### src/rtl/noc_port_arbiter_if.sv
// Handshake bundle between NoC packet sources and the output link.
// slave: arbiter side; master: requesters plus downstream side.
interface noc_port_arbiter_if #(
   parameter int N_REQ = 5,
   parameter int WIDTH = 11
);
   logic [N_REQ-1:0]       req_valid;
   logic [N_REQ*WIDTH-1:0] req_data;
   logic [N_REQ-1:0]       req_ready;
   logic                   out_valid;
   logic [WIDTH-1:0]       out_data;
   logic                   out_ready;
   logic [2:0]             grant_id;
   logic [15:0]            pkt_count;

   modport slave (
      input  req_valid, req_data, out_ready,
      output req_ready, out_valid, out_data, grant_id, pkt_count
   );

   modport master (
      output req_valid, req_data, out_ready,
      input  req_ready, out_valid, out_data, grant_id, pkt_count
   );
endinterface

### src/rtl/noc_port_arbiter.sv
// Round-robin arbiter sharing one NoC output link among N_REQ sources.
// Ports: clk, rst_n (async low), bus (slave: req_*/out_*/grant_id/pkt_count).
module noc_port_arbiter #(
   parameter int N_REQ = 5,
   parameter int WIDTH = 11
) (
   input  logic              clk,
   input  logic              rst_n,
   noc_port_arbiter_if.slave bus
);
   localparam int IW = (N_REQ > 1) ? $clog2(N_REQ) : 1;

   typedef enum logic {
      EMPTY = 1'b0,
      FULL  = 1'b1
   } state_e;

   state_e           state_q;
   logic [2:0]       ptr_q;
   logic [2:0]       ptr_d;
   logic [2:0]       win;
   logic [2:0]       gid_q;
   logic [WIDTH-1:0] data_q;
   logic [WIDTH-1:0] data_d;
   logic [15:0]      cnt_q;
   logic [N_REQ-1:0] rdy;
   logic             found;
   logic             free;
   logic             in_xfer;
   logic             out_xfer;
   int               s;
   int               nxt;

   // Search starts at ptr and wraps; the first valid requester wins.
   always_comb begin
      free  = (state_q == EMPTY) || bus.out_ready;
      found = 1'b0;
      win   = '0;
      s     = 0;
      for (int k = 0; k < N_REQ; k++) begin
         s = int'(ptr_q) + k;
         if (s >= N_REQ) s = s - N_REQ;
         if (!found && bus.req_valid[s[IW-1:0]]) begin
            found = 1'b1;
            win   = s[2:0];
         end
      end
      in_xfer = found && free && rst_n;
      rdy     = '0;
      if (in_xfer) rdy[win[IW-1:0]] = 1'b1;
      nxt = int'(win) + 1;
      if (nxt >= N_REQ) nxt = 0;
      ptr_d    = nxt[2:0];
      data_d   = bus.req_data[int'(win)*WIDTH +: WIDTH];
      out_xfer = (state_q == FULL) && bus.out_ready;
   end

   // A new packet may replace the departing one in the same cycle.
   always_ff @(posedge clk or negedge rst_n) begin
      if (!rst_n) begin
         state_q <= EMPTY;
         ptr_q   <= '0;
         gid_q   <= '0;
         data_q  <= '0;
         cnt_q   <= '0;
      end else begin
         if (in_xfer) begin
            state_q <= FULL;
            data_q  <= data_d;
            gid_q   <= win;
            ptr_q   <= ptr_d;
         end else if (out_xfer) begin
            state_q <= EMPTY;
         end
         if (out_xfer) cnt_q <= cnt_q + 16'd1;
      end
   end

   assign bus.req_ready = rdy;
   assign bus.out_valid = (state_q == FULL);
   assign bus.out_data  = data_q;
   assign bus.grant_id  = gid_q;
   assign bus.pkt_count = cnt_q;
endmodule

### src/flat_wrapper.sv
// flat-port wrapper written by rule: the top's interface ports become plain ports
module noc_port_arbiter_flat 
#(
   parameter int N_REQ = 5,
   parameter int WIDTH = 11
)
  (clk, rst_n, bus_req_valid, bus_req_data, bus_out_ready, bus_req_ready, bus_out_valid, bus_out_data, bus_grant_id, bus_pkt_count);
  noc_port_arbiter_if #(.N_REQ(N_REQ), .WIDTH(WIDTH)) bus_i ();
  input  logic clk;
  input  logic rst_n;
  input wire logic [$bits(bus_i.req_valid)-1:0] bus_req_valid;
  input wire logic [$bits(bus_i.req_data)-1:0] bus_req_data;
  input wire logic [$bits(bus_i.out_ready)-1:0] bus_out_ready;
  output wire logic [$bits(bus_i.req_ready)-1:0] bus_req_ready;
  output wire logic [$bits(bus_i.out_valid)-1:0] bus_out_valid;
  output wire logic [$bits(bus_i.out_data)-1:0] bus_out_data;
  output wire logic [$bits(bus_i.grant_id)-1:0] bus_grant_id;
  output wire logic [$bits(bus_i.pkt_count)-1:0] bus_pkt_count;
  assign bus_i.req_valid = bus_req_valid;
  assign bus_i.req_data = bus_req_data;
  assign bus_i.out_ready = bus_out_ready;
  assign bus_req_ready = bus_i.req_ready;
  assign bus_out_valid = bus_i.out_valid;
  assign bus_out_data = bus_i.out_data;
  assign bus_grant_id = bus_i.grant_id;
  assign bus_pkt_count = bus_i.pkt_count;
  noc_port_arbiter #(.N_REQ(N_REQ), .WIDTH(WIDTH)) u_core (.clk(clk), .rst_n(rst_n), .bus(bus_i));
endmodule
### config.mk
export PLATFORM = sky130hd
export DESIGN_NAME = noc_port_arbiter_flat
export DESIGN_NICKNAME = d
export VERILOG_FILES = /design/src/rtl/noc_port_arbiter_if.sv /design/src/rtl/noc_port_arbiter.sv /design/src/flat_wrapper.sv
export SDC_FILE = /design/constraint.sdc
export NUM_CORES = 1
export LEC_CHECK = 0
export ABC_CLOCK_PERIOD_IN_PS = 12700
export CAP_MARGIN = 20
export CORE_ASPECT_RATIO = 1.25
export CORE_MARGIN = 2
export CORE_UTILIZATION = 55
export CTS_BUF_LIST = sky130_fd_sc_hd__clkbuf_8
export DETAILED_ROUTE_END_ITERATION = 16
export DONT_BUFFER_PORTS = 1
export PLACE_DENSITY = 0.7
export REMOVE_ABC_BUFFERS = 1
export SETUP_SLACK_MARGIN = 0.3
export SLEW_MARGIN = 20
export SYNTH_ARGS = -nofsm -noshare
export SYNTH_HDL_FRONTEND = slang
export SYNTH_SLANG_ARGS = --single-unit
export TNS_END_PERCENT = 1
### constraint.sdc
create_clock -name clk -period 12.7 [get_ports clk]
set_input_delay 2.54 -clock clk [delete_from_list [all_inputs] [get_ports clk]]
set_output_delay 2.54 -clock clk [all_outputs]
set_load 0.005 [all_outputs]
==> impl_results.md, run 1 <==
- Post-cts sizing count: 0
- Area Overhead vs Synth: 3.87%
- Vias in the first global route: 2562
- Critical path type: in -> out
- H-Tree Depth: 2
- Crit-path slowest cell: o311ai_4
- Post-route ant nets: 0
- Vias/cell: 6.87
- Number of synthesized register bits: 34
- Remaining DRCs: 0
- CTS tree: built
- Via count: 2700
- Die Wd: between 70 and 80 µm
- CTS Sinks: 34
- Syn_area_per_cell: 8.80 µm²
- Post-CTS setup buffer count: 0
- Drt initial violations: ~170
- Die Y: between 80 and 90 µm
- Post-Route WL: roughly 7600 µm
- Fraction of registers with async set or reset after synthesis: 1.00
- Worst r2r path cells: 11
- DP HPWL: around 5600 µm
- Rel. slew slack: 0.321
- Fmax: between 100 and 150 MHz
- RSZ-0062 raised after global routing: false
- Final setup viols: 0
- Synthesized cell area: 0.00304 mm²
- Max-slew violation count: 0
- Core ar.: 0.00537 mm²
- Row Count: 30
- Worst R2R Start: u_core.ptr_q[1]
- Largest net degree at the start of global routing: 37
- First-pass GRT wire length: 12200 µm
- Tmin final: approximately 8900 ps
- Drt wl/cell: approximately 19 µm
- Number of flops mapped to enable cells by yosys: 0
- 1st-pass router iterations: 5
- Number of diodes: 0
- Synth warn: 0
- Crit-path cells: mux4_2 -> mux2i_1 -> o22ai_1 -> a211oi_2 -> or4b_1 -> o311ai_4 -> nor2b_1 -> nand2b_1 -> nor2_1
- Hold Crit Depth: 1
- Sequential share of the synthesized area: 0.280
- Placed cell area: a little over 0.003 mm²
- Hold path start: u_core.bus.pkt_count[15]
- Cells after Synth: about 350
- CTS Root Buffer Type: clkbuf_8
- Area leader, netlist: dfrtp_1
- Ports: 99
- Clock skew: around 5.4 ps
- Crit path max fanout: 24
- Cts bufs inserted: 5
- Worst hold margin: between 400 and 500 ps
- Starting Density: 0.566
- Startpoint type of the worst setup path: input pin
- Setup_tns: 0 ps
- Req. time, crit path: 10160 ps
- Fin area: 0.00315 mm²
- R2R Setup Slk: between 6000 and 7000 ps
- Synth cell types: 66
- CP Capture Type: output port
- IO buf count: 0
- Final hold violations: 0
- Die area: 0.00614 mm²
- Initial antenna violation count: 0
- Outcome: complete, no violations
- GPL Wtd Cong: roughly 0.87
- Largest stage delay on the critical path: ~920 ps
- Global-route usage over all layers: 0.246
- Reg-to-Reg End: u_core.bus.out_data[5]
- # hold bufs at CTS: 0
- Share of the synthesized area in the top cell type: 0.280
- Share of cells above drive strength 1: 0.0821
- Nets: ~400
- Tcrit/Tclk final: 0.701
- Clock slew at reported path FFs: ~70 ps
- CP Data Arrival Time: between 6000 and 7000 ps
- Maxcap violations: 0
- Skew-Pair Late Insertion Delay: between 200 and 300 ps
- Overflow after GRT: 0
- Longest Clk Path Bufs: 2
- Ys flop type: dfrtp_1
- Slew at the pin closest to its max-slew limit: approximately 1000 ps
- Top area cells in the synthesized netlist: dfrtp_1 (28%), o211ai_1 (5.9%), mux2i_1 (4.9%)
- WHS Endpoint: u_core.bus.pkt_count[15]
- Hold WC Path Type: reg -> reg
[layout by cell type (no fill, tap or decap), types with 3 or more instances in the layout]
cell and count:
a21oi_1 8, and2_1 8, and3_1 15, a21boi_0 12, mux2_2 6, o211ai_1 24
nor2_1 22, o31a_1 3, or3_1 4, o31ai_1 3, nand2_1 25, a211o_1 3
nand3_1 7, mux2i_1 15, clkbuf_8 5, o21ai_0 4, xnor2_1 13, nand4_1 6
xor2_1 5, a211oi_1 3, a221oi_1 3, inv_1 9, a31oi_1 3, nand2b_1 9
dfrtp_1 34, ha_1 10, a22oi_1 12, nor3_1 5, nor2b_1 5, a21o_1 3
[through the flow]
step,util,std cells,setup slack (ps)
detailed placement,0.562,385,3800
finish,0.588,393,3800
floorplan,-,319,4100
CTS,0.588,393,3810
global route,0.588,393,3590
global placement,0.562,385,3920
[worst max path at each step]
stage / from / to / slack (ps)
2_1_floorplan: bus_req_valid[0] / bus_req_ready[0] / 4100
3_3_place_gp: bus_req_valid[0] / bus_req_ready[2] / 3920
3_5_place_dp: bus_req_valid[0] / bus_req_ready[2] / 3800
4_1_cts: bus_req_valid[0] / bus_req_ready[2] / 3810
5_1_grt: bus_req_valid[3] / bus_req_ready[2] / 3590
6_report: bus_req_valid[3] / bus_req_ready[2] / 3800
[Yosys cell counts (2+ instances only)]
cell      instances
a211oi_1          3
o21ai_0           4
o31a_1            3
inv_1             9
a22oi_1          12
a32o_1            2
o22ai_1           2
ha_1             10
xnor2_1          13
mux2_2            6
nand2_1          25
nor2_1           22
nor3_1            5
and2_1            8
mux2i_1          15
a21boi_0         12
xor2_1            5
a21bo_2           2
or4b_1            2
a21oi_1           8
and3_1           15
nand4_1           6
nor2b_1           5
a21o_1            3
o211ai_1         24
clkbuf_1         14
nand3_1           7
dfrtp_1          34
buf_2            10
a31oi_1           3
a221oi_1          3
mux4_2            2
nand3b_1          2
buf_6             2
o31ai_1           3
nand2b_1          9
a211o_1           3
or3_1             4
[registers in the layout (all words and copies together), names as in the netlist]
register	count
u_core.bus.grant_id	3
u_core.bus.out_data	11
u_core.bus.out_valid	1
u_core.bus.pkt_count	16
u_core.ptr_q	3
[layout make-up]
type	instances	area [µm²]
Clock buffer	5	68.8
Sequential cell	34	851
Timing Repair Buffer	2	15.0
Tap cell	64	80.1
Clock inverter	3	68.8
Multi-Input combinational cell	275	2030
Inverter	10	37.5
Fill cell	488	2210
[worst max-delay path, delay by kind of cell]
family	cells	cell delay, ps
AND/OR/NAND/NOR	4	1760
AO/OA/AOI/OAI	3	1380
multiplexers	2	680
[cell families after synthesis]
family / Yosys count / share of synthesized area
mux: 23 / 0.0865
compound gates: 107 / 0.273
simple gates: 116 / 0.207
xor+xnor: 18 / 0.0519
flops: 34 / 0.280
fa+ha+maj: 11 / 0.0478
buf+inv: 36 / 0.0536
[routing by layer]
layer / routed length [µm] / part of all wire / up-vias / track usage
li1: - / - / 1260 / -
met1: 2990 / 0.39 / 1294 / 0.309
met2: 3930 / 0.52 / 132 / 0.423
met3: 482 / 0.063 / 14 / 0.0301
met4: 210 / 0.028 / 0 / 0.112
met5: 0 / 0 / - / 0
Power of run 1 is left out: the tool's default activity adds up to more than one toggle a clock period on the data nets, which glitch-free logic cannot reach.
==> inputs of run 2 (changes only) <==
- ABC_CLOCK_PERIOD_IN_PS: 12700 -> 8000
- PLACE_DENSITY: 0.7 -> 0.73
- clock period: 12.7 -> 8 ns (I/O delays scaled with it)
==> run 2 against run 1 <==
- routed wire length rose by 3.6%
- via count increased by 0.19%
- non-clock buffer count is 3 higher
- cell area increased by 0.71%
- critical path type is now reg -> out
- die area did not move
- first-iteration DRC count grew 22%
- register-to-register slack worse by 4300 ps
- sequential cell count did not move
- critical path depth grew 2
- critical endpoint is now bus_req_ready[3]
- global-route usage increased by 0.91 points
- final cell count increased by 0.76%
- sequential share of layout area fell by 0.19 points
==> impl_results.md, run 2 (synthesized netlist as in run 1, its figures left out) <==
- Outcome: complete, no violations
- Clock slew at reported path FFs: around 70 ps
- Area of the multi-input gates: between 0.002 and 0.0025 mm²
- DP HPWL: approximately 6000 µm
- Reg area: roughly 850 µm²
- Drt wl/cell: 19.9 µm
- Die Y: 87.1 µm
- # hold bufs at CTS: 0
- CP Data Arrival Time: 5150 ps
- Longest Clk Path Bufs: 2
- Vias in the first global route: ~2600
- Skew-Pair Late Insertion Delay: a little under 300 ps
- Setup_tns: 0 ps
- CTS Root Buffer Type: clkbuf_8
- Top Family by Delay on Critical Path: simple AND/OR/NAND/NOR gates
- Post-Route WL: approximately 8000 µm
- Drt initial violations: 210
- GPL Wtd Cong: approximately 0.93
- Req. time, crit path: ~6400 ps
- IO buf count: 0
- Fillcell total: around 460
- Core ar.: 0.00537 mm²
- Area Overhead vs Synth: 4.61%
- Post-CTS setup buffer count: 0
- CP Capture Type: output port
- Rel. slew slack: 0.333
- H-Tree Depth: 2
- Most common cell after layout, fill and taps aside: dfrtp_1
- Via count: around 2700
- Global-route usage over all layers: 0.255
- Max-slew violation count: 0
- Post-cts sizing count: 0
- Hold Crit Depth: 1
- CTS Sinks: 34
- Share of cells above drive strength 1: 0.0904
- Number of diodes: 0
- Largest stage delay on the critical path: roughly 850 ps
- Die area: between 0.006 and 0.007 mm²
- Clock skew: 5.89 ps
- Critical path type: reg -> out
- Worst r2r path cells: 14
- Crit-path cells: inv_1 -> ha_1 -> ha_1 -> a21oi_2 -> mux2_2 -> a32o_1 -> or4b_1 -> or4b_1 -> nand2_4 -> nand2_1 -> nor2_1
- Die Wd: 70.5 µm
- Tcrit/Tclk final: 0.843
- Vias/cell: 6.83
- Largest net degree at the start of global routing: 37
- Commonest non-fill, non-tap cells in the layout: dfrtp_1 (34), nand2_1 (25), o211ai_1 (24)
- Starting Density: 0.566
- Critical path depth in cells: 11
- CTS tree: built
- 1st-pass router iterations: 4
- Initial antenna violation count: 0
- Slew at the pin closest to its max-slew limit: 999 ps
- Max reg flops: 16
- Row Count: 30
- CP bufs+invs: 1
- Overflow after GRT: 0
- RSZ-0062 raised after global routing: false
- Nets: between 400 and 500
- Final setup viols: 0
- Crit path max fanout: 24
- Cts bufs inserted: 5
- Post-route ant nets: 0
- Tmin final: 6750 ps
- Final hold violations: 0
- Fmax: around 150 MHz
- Crit-path slowest cell: or4b_1
- Maxcap violations: 0
- Ports: 99
- Startpoint type of the worst setup path: flip-flop
- First-pass GRT wire length: 12600 µm
- Remaining DRCs: 0
- Hold WC Path Type: reg -> reg
-- run 2: area by class of cell --
type	instances	area share
multi-input combinational	275	0.640
sequential	34	0.268
tap	64	0.0252
clock buffer	5	0.0217
clock inverter	3	0.0217
timing repair buffer	5	0.0118
inverter	10	0.0118
-- run 2: final timing paths --
| kind | startpoint | endpoint | slack [ps] |
|---|---|---|---|
| worst max-delay path | u_core.ptr_q[1] | bus_req_ready[3] | 1250 |
| worst min-delay path | u_core.bus.pkt_count[15] | u_core.bus.pkt_count[15] | 500 |
| worst max register to register | u_core.ptr_q[1] | u_core.ptr_q[1] | 2590 |
| worst min register to register | u_core.bus.pkt_count[15] | u_core.bus.pkt_count[15] | 500 |
| max in group asynchronous | rst_n | u_core.bus.out_data[7] | 6920 |
| min in group asynchronous | rst_n | u_core.bus.pkt_count[8] | 1000 |
-- run 2: worst register-to-register path: stages, from the launching register on --
cell	delay, ps
dfrtp_1	700
inv_1	220
ha_1	270
ha_1	450
a21oi_2	370
mux2_2	380
a32o_1	290
or4b_1	660
or4b_1	850
nand2_4	370
inv_1	110
ha_1	300
a21oi_1	60
a21oi_1	140
o31a_1	170
-- run 2: metal layers --
metal / track usage / vias to the layer above / wire, µm
met2: 0.438 / 117 / 4030
met1: 0.300 / 1292 / 3060
met3: 0.0475 / 26 / 478
met5: 0 / - / 0
li1: - / 1270 / -
met4: 0.142 / 0 / 318
-- run 2: per-stage QoR --
| step | instances | instance area, µm² | hold slack, ps | util | setup slack, ps |
|---|---|---|---|---|---|
| 3_5_place_dp | 388 | 3040 | 488 | 0.566 | 1580 |
| 6_report | 396 | 3180 | 503 | 0.592 | 1250 |
| 3_3_place_gp | 388 | 3040 | 485 | 0.566 | 1690 |
| 5_1_grt | 396 | 3180 | 517 | 0.592 | 880 |
| 4_1_cts | 396 | 3180 | 502 | 0.592 | 1270 |
| 2_1_floorplan | 319 | 2910 | 468 | - | 1050 |
Power of run 2 is left out for the same reason.
